<file path="src/rtl/sr_drv_pkg.sv">
// Shared types and constants for the SR latch strobe driver.
package sr_drv_pkg;

   typedef enum logic [1:0] {
      IDLE  = 2'd0,
      PULSE = 2'd1,
      GAP   = 2'd2,
      CHECK = 2'd3
   } state_t;

   localparam logic CMD_SET   = 1'b1;
   localparam logic CMD_RESET = 1'b0;

endpackage

</file>
<file path="src/rtl/sync_2ff.sv">
// Generic two-flop synchronizer for bringing asynchronous levels into the clk domain.
// Latency: two clk edges; no flow control.
module sync_2ff #(
   parameter int W = 1
) (
   input  logic         clk,
   input  logic         rst_n,
   input  logic [W-1:0] d_i,
   output logic [W-1:0] q_o
);

   logic [W-1:0] meta_q;
   logic [W-1:0] sync_q;

   always_ff @(posedge clk or negedge rst_n) begin
      if (!rst_n) begin
         meta_q <= '0;
         sync_q <= '0;
      end else begin
         meta_q <= d_i;
         sync_q <= meta_q;
      end
   end

   assign q_o = sync_q;

endmodule

</file>
<file path="src/rtl/sr_latch_driver.sv">
// Drives a NAND SR latch with a PULSE_W-cycle low strobe, waits GAP_W cycles, then verifies readback.
// Handshake-to-done is PULSE_W+GAP_W+1 cycles; req_ready stays low while a command is in flight.
module sr_latch_driver
   import sr_drv_pkg::*;
#(
   parameter int PULSE_W = 3,
   parameter int GAP_W   = 2,
   parameter int CNT_W   = 4
) (
   input  logic clk,
   input  logic rst_n,
   input  logic en,
   input  logic req_valid,
   input  logic req_set,
   output logic req_ready,
   output logic s_n,
   output logic r_n,
   input  logic q_fb,
   output logic busy,
   output logic done,
   output logic err,
   input  logic err_clr
);

   localparam logic [CNT_W-1:0] PULSE_LD = CNT_W'(PULSE_W - 1);
   localparam logic [CNT_W-1:0] GAP_LD   = CNT_W'(GAP_W - 1);
   localparam logic [CNT_W-1:0] CNT_ONE  = CNT_W'(1);

   state_t           state_q, state_d;
   logic [CNT_W-1:0] cnt_q, cnt_d;
   logic             cmd_q, cmd_d;
   logic             s_n_q, s_n_d;
   logic             r_n_q, r_n_d;
   logic             err_q, err_d;
   logic             err_set;
   logic             q_sync;

   sync_2ff #(.W(1)) u_sync (
      .clk   (clk),
      .rst_n (rst_n),
      .d_i   (q_fb),
      .q_o   (q_sync)
   );

   // Gated by rst_n so the requester sees no acceptance window during reset.
   assign req_ready = rst_n && (state_q == IDLE) && en;
   assign busy      = (state_q != IDLE);
   assign done      = (state_q == CHECK);
   assign s_n       = s_n_q;
   assign r_n       = r_n_q;
   assign err       = err_q;

   always_comb begin
      state_d = state_q;
      cnt_d   = cnt_q;
      cmd_d   = cmd_q;
      s_n_d   = s_n_q;
      r_n_d   = r_n_q;
      err_set = 1'b0;
      case (state_q)
         IDLE: begin
            if (req_valid && req_ready) begin
               cmd_d   = req_set;
               cnt_d   = PULSE_LD;
               state_d = PULSE;
               s_n_d   = (req_set != CMD_SET);
               r_n_d   = (req_set != CMD_RESET);
            end
         end
         PULSE: begin
            if (cnt_q == '0) begin
               s_n_d   = 1'b1;
               r_n_d   = 1'b1;
               cnt_d   = GAP_LD;
               state_d = GAP;
            end else begin
               cnt_d = cnt_q - CNT_ONE;
            end
         end
         GAP: begin
            if (cnt_q == '0) begin
               state_d = CHECK;
            end else begin
               cnt_d = cnt_q - CNT_ONE;
            end
         end
         CHECK: begin
            state_d = IDLE;
            err_set = (q_sync != cmd_q);
         end
         default: begin
            state_d = IDLE;
            s_n_d   = 1'b1;
            r_n_d   = 1'b1;
         end
      endcase
      // A fresh mismatch outranks a simultaneous clear.
      err_d = err_set ? 1'b1 : (err_clr ? 1'b0 : err_q);
   end

   always_ff @(posedge clk or negedge rst_n) begin
      if (!rst_n) begin
         state_q <= IDLE;
         cnt_q   <= '0;
         cmd_q   <= CMD_RESET;
         s_n_q   <= 1'b1;
         r_n_q   <= 1'b1;
         err_q   <= 1'b0;
      end else begin
         state_q <= state_d;
         cnt_q   <= cnt_d;
         cmd_q   <= cmd_d;
         s_n_q   <= s_n_d;
         r_n_q   <= r_n_d;
         err_q   <= err_d;
      end
   end

endmodule

</file>
<file path="config.mk">
export PLATFORM = sky130hd
export DESIGN_NAME = sr_latch_driver
export DESIGN_NICKNAME = d
export VERILOG_FILES = /design/src/rtl/sr_drv_pkg.sv /design/src/rtl/sync_2ff.sv /design/src/rtl/sr_latch_driver.sv
export SDC_FILE = /design/constraint.sdc
export NUM_CORES = 1
export LEC_CHECK = 0
export ABC_AREA = 1
export CAP_MARGIN = 20
export CELL_PAD_IN_SITES_DETAIL_PLACEMENT = 1
export CELL_PAD_IN_SITES_GLOBAL_PLACEMENT = 1
export CORE_UTILIZATION = 33
export DETAILED_ROUTE_END_ITERATION = 10
export PLACE_DENSITY = 0.71
export SYNTH_ARGS = -nofsm -noshare
export SYNTH_HDL_FRONTEND = slang
export SYNTH_SLANG_ARGS = --single-unit
</file>
<file path="constraint.sdc">
create_clock -name clk -period 1.55 [get_ports clk]
set_clock_uncertainty 0.2 [all_clocks]
set_input_delay 0.31 -clock clk [delete_from_list [all_inputs] [get_ports clk]]
set_output_delay 0.31 -clock clk [all_outputs]
set_load 0.01 [all_outputs]
</file>
==> impl_metrics.ini <==
[sta]
finalMaxSlewViolations = 0
min_period_over_period = 1.11
max_freq_mhz = 580
slew_headroom = 0.817
rsz0062_at_grt = yes
setup_viol = 12
fin_ws_ns = -0.173
worst_pin_slew_ns = 0.275
final.min_clock_period_ns = 1.72
fin_setup_tns_ns = -1.09
hold_viol = 0

[power_and_ir_drop]
total_power_mw = 2.90
ir_worst_vdd_mv = 1.09
power_frac_clock = 0.088
powerDensity_nw_per_um2 = 2370
power.internal_mw = 1.57
seq_power_share = 0.196
share_comb_of_total_power = 0.716
p_sw_frac = 0.458
power.leakage_nw = 0.584
p_switching_mw = 1.33

[die]
fp.dieW_um = 48.9
num_io_pins = 13
die_h_um = 48.9
initial_core_util = 0.359
dieArea_sq_um = 2390
core_sq_um = 2020
rows = 16

[worst_setup_path]
path_buf_inv = 2
r2r_cells = 8
cpLargestDelayFamily = flip-flops
rrSetupSlack_ns = -0.11
cpPeakStageDelay_ns = 0.42
startpoint_type = flip-flop
path_max_fanout = 3
criticalPathCategory = flip-flop to primary output
crit_slowest_cell = dfrtp_1
cp-end-kind = primary output
cp.required_ns = 1.04
worstPathCellList = inv_2 > ha_4 > and3_4 > buf_6
crit_arrival_ns = 1.21
r2r-start = state_q[1]
reg2reg_to = r_n

[layout]
drive_above_1_share = 0.500
multi_input_area_sq_um = 504
fin_area_sq_um = 1220
fin_nets = 141
final_util = 0.605
fillers = 226
area_growth_pct = 68.4
diodes = 0
regArea_sq_um = 303

[synthesis]
synth_area_per_cell_sq_um = 8.25
yosysTopAreaCellShare = 0.345
syn_inst = 88
yosys_warnings = 0
async_reset_ff_frac = 1.00
synth_top_area_cell = dfrtp_1
netlist-cell-type-count = 21
synth_area_sq_um = 726
yosysSeqAreaShare = 0.417
synth_edf_count = 0
synth_common_cells = 22 x nand2_1, 12 x inv_1, 10 x dfrtp_1, 7 x ha_1, 6 x nor2_1
synthesis.nets = 102
yosys_register_bits = 12
synth.most_common_cell = nand2_1
yosys-top-cells-area = dfrtp_1 34%, ha_1 12%, nand2_1 11%, dfstp_2 7.2%, inv_1 6.2%
synth_ff_type = dfrtp_1

[routing]
ant_nets = 0
drt_iter0_markers = 3
viasPerCell = 4.86
first_pass_iters = 5
finalWirelength_mm = 2.46
num_vias = 744
wl_per_cell_um = 16.1
drc = 0

[grt]
top_usage_layer = met2
grt_max_degree = 11
use_met2 = 0.405
grt.met3_usage = 0.0467
grt_overflow = 0
grt_pass1_wl_mm = 3.54
grt_pass1_vias = 791
grt_antenna_before_repair = 0
met1_usage = 0.195
grt_usage = 0.200

[hold_path]
worst_hold_path.endpoint = u_sync.q_o
hp-start = u_sync.meta_q
hold_depth = 0
min-delay-path-class = flip-flop to flip-flop

[cts]
cts_buffers = 3
clkTransAtPathRegs_ns = 0.08
clockBufferDepth = 2
cts_hold_buffers = 0
clkLatencyLatePin_ns = 0.28
clock-sinks = 12
tritoncts = done
cts-htree-levels = 1
clock-root-buffer = clkbuf_4

[placement]
gp_congestion = 0.756
dp_hpwl_mm = 1.50
dpl-instance-area_sq_um = 985
io_buffers = 12

[outcome]
status = complete, but fails checks
violations = setup timing

[job]
max_cap_violations = 0
==> layout by cell type (no fill, tap or decap), types with 3 or more instances in the layout <==
master	instances
buf_2	3
buf_4	16
buf_6	8
clkbuf_4	3
clkdlybuf4s50_1	6
dfrtp_1	10
ha_4	5
inv_1	9
inv_2	3
nand2_1	16
nand2_2	7
nand3_1	3
nor2_1	6
o21ai_1	4
o21ai_2	3
==> layer usage <==
layer	up-vias	wire [um]
met4	0	36
met5	-	0
met2	20	1440
met3	4	90
met1	363	893
li1	357	-
==> per-stage QoR <==
stage / hold WS, ns / std cells / worst slack [ns]
after floorplan: -0.186 / 88 / 0.0746
after global placement: 0.133 / 141 / -0.425
after detailed placement: 0.142 / 141 / -0.433
after CTS: 0.159 / 147 / -0.130
after global routing: 0.169 / 153 / -0.204
final: 0.165 / 153 / -0.173
==> worst max-delay path by stage <==
stage / end / cells after the start / start
floorplan: cnt_q[2] / 7 / state_q[0]
global placement: req_ready / 3 / rst_n
detailed placement: req_ready / 3 / rst_n
CTS: req_ready / 4 / state_q[1]
global route: req_ready / 4 / state_q[0]
finish: req_ready / 4 / state_q[1]
==> power by group through the flow <==
stage | Combinational (mW) | Clock [mW] | Sequential (mW)
floorplan | 0.861 | 0 | 0.571
detailed placement | 1.49 | 0 | 0.556
CTS | 1.65 | 0.256 | 0.554
global route | 2.26 | 0.266 | 0.583
global placement | 1.42 | 0 | 0.547
finish | 2.08 | 0.255 | 0.569
==> final cells by class <==
cell class / count / area share
flip-flops and latches: 12 / 0.248
well taps: 27 / 0.0276
inverters: 13 / 0.0420
multi-input cells: 63 / 0.412
repair buffers: 34 / 0.241
clock buffers: 4 / 0.0297
==> registers in the layout, indices dropped and copies added (netlist names) <==
register,cells
u_sync.q_o,1
err,1
r_n,1
s_n,1
state_q,2
cnt_q,4
u_sync.meta_q,1
cmd_q,1
==> repair_timing <==
item | in CTS | in global routing
setup endpoints to repair | 15 | 14
pin swaps | 3 | 8
setup buffers | 2 | 6
gates resized for setup | 37 | 25
==> cell families after synthesis <==
family | count (synthesis) | synth area share
fa+ha+maj | 7 | 0.121
xor+xnor | 2 | 0.0241
buf+inv | 13 | 0.0672
simple gates | 42 | 0.276
compound gates | 12 | 0.0948
flops | 12 | 0.417
No activity file was read; power rests on OpenSTA's default activity.
